--- src/rtl/reg_file.sv ---
// reg_file: 2-read/1-write register file with a per-register pending scoreboard.
// Ports: clk, rst (sync, active-high); raddr1/raddr2 -> rdata1/rdata2 and busy1/busy2;
//        we/waddr/wdata write port; issue/iaddr mark a destination pending;
//        pending_cnt reports how many registers are pending.
// Define REG_FILE_BYPASS_EN to forward same-cycle write data to the read ports.
module reg_file #(
  parameter int WIDTH      = 32,
  parameter int DEPTH_LOG2 = 5
) (
  input  logic                  clk,
  input  logic                  rst,
  input  logic [DEPTH_LOG2-1:0] raddr1,
  input  logic [DEPTH_LOG2-1:0] raddr2,
  output logic [WIDTH-1:0]      rdata1,
  output logic [WIDTH-1:0]      rdata2,
  input  logic                  we,
  input  logic [DEPTH_LOG2-1:0] waddr,
  input  logic [WIDTH-1:0]      wdata,
  input  logic                  issue,
  input  logic [DEPTH_LOG2-1:0] iaddr,
  output logic                  busy1,
  output logic                  busy2,
  output logic [DEPTH_LOG2:0]   pending_cnt
);
  localparam int DEPTH = 2 ** DEPTH_LOG2;
  localparam int CW    = DEPTH_LOG2 + 1;
  logic [WIDTH-1:0] mem_q [DEPTH];
  logic [DEPTH-1:0] pend_q, pend_d;
  logic [CW-1:0]    cnt_q, cnt_d;
  logic             wr, iss, inc, dec, fwd1, fwd2;
  logic [WIDTH-1:0] rd1, rd2;
  always_comb begin
    wr     = we && waddr != '0;
    iss    = issue && iaddr != '0;
    inc    = iss && !pend_q[iaddr];
    // A write clears its pending bit unless a new producer claims the same register.
    dec    = wr && pend_q[waddr] && !(iss && iaddr == waddr);
    pend_d = pend_q;
    if (wr) pend_d[waddr] = 1'b0;
    if (iss) pend_d[iaddr] = 1'b1;
    cnt_d  = cnt_q + CW'(inc) - CW'(dec);
    rd1    = raddr1 == '0 ? '0 : mem_q[raddr1];
    rd2    = raddr2 == '0 ? '0 : mem_q[raddr2];
  end
`ifdef REG_FILE_BYPASS_EN
  assign fwd1 = wr && raddr1 == waddr;
  assign fwd2 = wr && raddr2 == waddr;
`else
  assign fwd1 = 1'b0;
  assign fwd2 = 1'b0;
`endif
  assign rdata1      = fwd1 ? wdata : rd1;
  assign rdata2      = fwd2 ? wdata : rd2;
  assign busy1       = pend_q[raddr1] && !fwd1;
  assign busy2       = pend_q[raddr2] && !fwd2;
  assign pending_cnt = cnt_q;
  always_ff @(posedge clk) begin
    if (rst) begin
      for (int i = 0; i < DEPTH; i++) mem_q[i] <= '0;
      pend_q <= '0;
      cnt_q  <= '0;
    end else begin
      if (wr) mem_q[waddr] <= wdata;
      pend_q <= pend_d;
      cnt_q  <= cnt_d;
    end
  end
endmodule
--- config.mk ---
export PLATFORM = sky130hd
export DESIGN_NAME = reg_file
export DESIGN_NICKNAME = d
export VERILOG_FILES = /design/src/rtl/reg_file.sv
export SDC_FILE = /design/constraint.sdc
export NUM_CORES = 2
export LEC_CHECK = 0
export CORE_MARGIN = 2
export CORE_UTILIZATION = 50
export CTS_BUF_LIST = sky130_fd_sc_hd__clkbuf_2 sky130_fd_sc_hd__clkbuf_4 sky130_fd_sc_hd__clkbuf_8
export DETAILED_ROUTE_END_ITERATION = 12
export PLACE_DENSITY = 0.66
export SETUP_SLACK_MARGIN = 0.05
export SLEW_MARGIN = 25
export SYNTH_ARGS = -nofsm -noshare
export SYNTH_HDL_FRONTEND = slang
export SYNTH_SLANG_ARGS = --single-unit
--- constraint.sdc ---
create_clock -name clk -period 11.8 [get_ports clk]
set_input_delay 1.18 -clock clk [delete_from_list [all_inputs] [get_ports clk]]
set_output_delay 1.18 -clock clk [all_outputs]
set_load 0.1 [all_outputs]
; After elaboration in Yosys (flattened, before gate mapping)
; Memories as Yosys holds them, arrays and structs flattened.
; Index checks and enable logic that the tools add are counted.
[totals]
register_bits = 38
ram_bits = 1024
inputBits = 56
out_inout_bits = 72
word_cells = 54
mem_count = 1
[memory_table]
columns = memory, words, word_bits, read_ports, rd_clocked_by_memory_dff, wr, line
row1 = mem_q, 32, 32, 2, 0, 32, 27  ; logic [WIDTH-1:0] mem_q [DEPTH];
[op_classes]
add_sub_neg = 2
order_cmp = 6
eq_ne = 1
mux = 24
bitwise_logic = 3
n_reduce_logical = 15
[ops]
columns = cell, count
row1 = $mux W32, 5
row2 = $and A32 B32 Y32, 1
row3 = $not A32 Y32, 1
row4 = $or A32 B32 Y32, 1
row5 = $reduce_or A32 Y1, 1
row6 = $lt A5 B6 Y1 const B, 4
row7 = $bmux W1 S5, 4
row8 = $mux W1, 12
row9 = $demux W1 S5, 2
row10 = $ge A5 B1 Y1 const B, 2
row11 = $logic_not A5 Y1, 2
row12 = $reduce_bool A5 Y1, 2
row13 = $logic_and A1 B1 Y1, 8
row14 = $add A6 B1 Y6, 1
row15 = $sub A6 B1 Y6, 1
row16 = $eq A5 B5 Y1, 1
row17 = $mux W5, 1
row18 = $logic_not A1 Y1, 2

; Longest topological paths before layout
[depth]
word_depth = 9
mapped_depth = 14
mapped_depth_nobuf = 12

; Worst setup path after synthesis
; Ideal clock, no wire load.
[synth_timing]
path_kind = in2out
from = input raddr2[0]
to = output rdata2[13]
t_arrival_ns = 4.799
t_required_ns = 10.620
setup_slack_ns = 5.821
stages = 9
path_buffers = 6
cell_sequence = buf_2 > buf_4 > buf_6 > buf_4 > nand2b_1 > clkbuf_2 > buf_1 > o221ai_1 > a221oi_1
[synth_via]
elab_chain_len = 2
elab_cells_between_ends = 3
cone_classes = 1 x mux / 1 x reduce/logical / 1 x memory
[synth_rtl]
columns = element, line
row1 = start: declaration, 13  ; input logic [DEPTH_LOG2-1:0] raddr2,
row2 = $mem_v2 Z32 W32 or $logic_not A5 Y1 (tied branches), n/a
row3 = $mux W32 (*), 43  ; rd2 = raddr2 == '0 ? '0 : mem_q[raddr2];
row4 = end: declaration, 15  ; output logic [WIDTH-1:0] rdata2,
; Every way passes the cells marked *; elsewhere a longest branch is shown, timed or not.

; Worst setup path in the final report
[layout_timing]
from = input raddr2[0]
to = output rdata2[29]
; The elaborated chain is that of the path after synthesis.

==> reports/metrics.csv <==
metric,value,unit
Ports,128,
Post-CTS Setup Repair Bufs,0,
Worst setup SP type,primary input,
row cnt,123,
Worst R2R Setup Slack,8.29,ns
IO buf count,127,
Worst setup EP type,primary output,
clock slew at reported path FFs,0.05,ns
post-cts sizing count,0,
clk_skew,0.0317,ns
gr usage total,33.7,%
Hold EP,pend_q[0]$_SDFF_PP0_,
Routed Antenna Nets,0,
Remaining DRCs,0,
peak supply drop,149,µV
die footprint,116000,µm²
CTS HTree Levels,4,
Via density,6.86,
post-synthesis sequential area ratio,55.6,%
Synth async-reset ratio,0,%
P_leak,21.4,nW
"commonest non-fill, non-tap cell in the layout",edfxtp_1,
share of layout cells above drive strength 1,28.6,%
status,completed,
area of the mapped netlist,56600,µm²
Setup CP Type,in -> out,
root buffer selected by CTS,clkbuf_8,
global-route wire length before repair,274,mm
Yosys reg bits,1062,
initial core utilization,50.3,%
CTS sink cnt,1062,
P per Cell Area,146,nW/µm²
Nets,3691,
Max-slew headroom,23.3,%
R2R depth,12,
Syn Area/Cell,15.8,µm²
Min Hold Slack,0.509,ns
YS warnings,0,
RSZ-0062 raised after global routing,no,
DP Area,59500,µm²
CTS tree,yes,
"Slew Viols, Final",0,
Final period util,60.6,%
Routed WL per cell,36.7,µm
Die H,341,µm
initial antenna violation count,20,
"Max FO, Critical Path",59,
Hold Startpoint,pend_q[0]$_SDFF_PP0_,
# hold bufs at CTS,0,
largest net degree at the start of global routing,129,
Post-synth EDFFs,1024,
Clock Latency Late Sink,0.88,ns
fin area,62800,µm²
die extent in x,341,µm
final setup TNS,0,ns
Worst Hold Class,reg -> reg,
core area,112000,µm²
clock buffer depth,3,
Final Wtd Congestion,0.905,
FF-to-FF End,pending_cnt[4]$_SDFF_PP0_,
DR pass1 iterations,6,
hold depth,1,
crit path DAT,5.97,ns
Post-DP HPWL,112,mm
Max-Cap Viols,0,
Total Power,0.00919,W
initial drt markers,5558,
number of fill cells in the layout,8702,
fmax,140,MHz
vias in the first global route,37300,
# setup viols final,0,
Critical R2R Launch,pend_q[3]$_SDFF_PP0_,
Worst Max-Slew Pin Slew,1.15,ns
cells after synthesis,3584,
most frequent cells in the layout,"edfxtp_1, and2_1, mux4_2",
"Distinct cells, synth",49,
total gr overflow,0,
WL final,194,mm
CTS Buf Count,179,
Final Hold Vio Count,0,
Worst EP required,10.62,ns
DR vias,36200,
Tmin final,7.15,ns
top_reg_cell synth,edfxtp_1,
area delta synth->final,10.9,%
cell usage after synthesis, drive strengths merged (16+ instances only):
master  number  area share [%]
edfxtp    1024              54
nand2       29            0.19
dfxtp       38             1.3
nor2        38            0.25
a221oi      66             1.0
mux4       611              24
buf         99            0.93
o21ai       25            0.22
clkbuf     290             1.9
inv        102            0.68
o22ai       16            0.18
mux2i       65             1.1
and2       994              11
o221ai      64            0.99
worst max-delay path: stages:
cell	delay (ns)
buf_8	0.54
buf_4	0.80
buf_4	0.66
mux4_2	0.36
mux4_2	0.30
inv_1	0.07
a221oi_1	0.64
clkdlybuf4s50_1	1.28
flip-flops by register name (all words and copies together), names as in the netlist:
register / flops
pending_cnt: 6
pend_q: 32
mem_q: 1024
cells by family after synthesis:
logic type | count (synthesis) | synth area share [%]
and+or+nand+nor | 1129 | 12.2
DFF | 1062 | 55.6
muxes | 678 | 25.5
buffers and inverters | 492 | 3.54
AOI/OAI and AO/OA | 206 | 2.88
xor gates and xnor gates | 9 | 0.139
adders and majority gates | 7 | 0.168
other | 1 | 0.00662
stage by stage:
stage | cells | util [%] | setup slack (ns)
floorplan | 3615 | - | 5.82
global placement | 4945 | 52.9 | 4.64
detailed placement | 4946 | 52.9 | 4.65
CTS | 5262 | 55.9 | 4.63
global route | 5266 | 55.8 | 4.45
finish | 5277 | 55.9 | 4.65
worst max-delay path by stage:
stage / slack, ns / to / cells past startpoint / from
CTS: 4.63 / rdata2[29] / 8 / raddr2[0]
floorplan: 5.82 / rdata2[13] / 9 / raddr2[0]
global route: 4.45 / rdata2[29] / 8 / raddr2[0]
detailed placement: 4.65 / rdata2[29] / 8 / raddr2[0]
global placement: 4.64 / rdata2[29] / 8 / raddr2[0]
finish: 4.65 / rdata2[29] / 8 / raddr2[0]
per-layer routing:
layer,routed length (µm),vias up,track usage (%)
met1,67400,18700,44.4
met4,11500,10,17.7
li1,-,14000,-
met3,24500,573,8.58
met5,69,-,0
met2,90100,2858,52.2
report_power, final:
part | switching [W] | total [W] | internal, W
clock network | 0.00154 | 0.00320 | 0.00166
registers | 0.000109 | 0.00446 | 0.00435
logic | 0.000998 | 0.00153 | 0.000536
total | 0.00265 | 0.00919 | 0.00654
layout make-up:
class | count | area [µm²] | share of cell area, %
clock inverters | 72 | 393 | 0.625
multi-input cells | 2061 | 23700 | 37.7
inverters | 103 | 389 | 0.619
diodes | 14 | 35.0 | 0.0558
repair buffers | 221 | 1970 | 3.13
clock buffers | 244 | 2980 | 4.74
well taps | 1500 | 1880 | 2.99
flip-flops and latches | 1062 | 31500 | 50.2
Power figures use the tool's default switching activity.
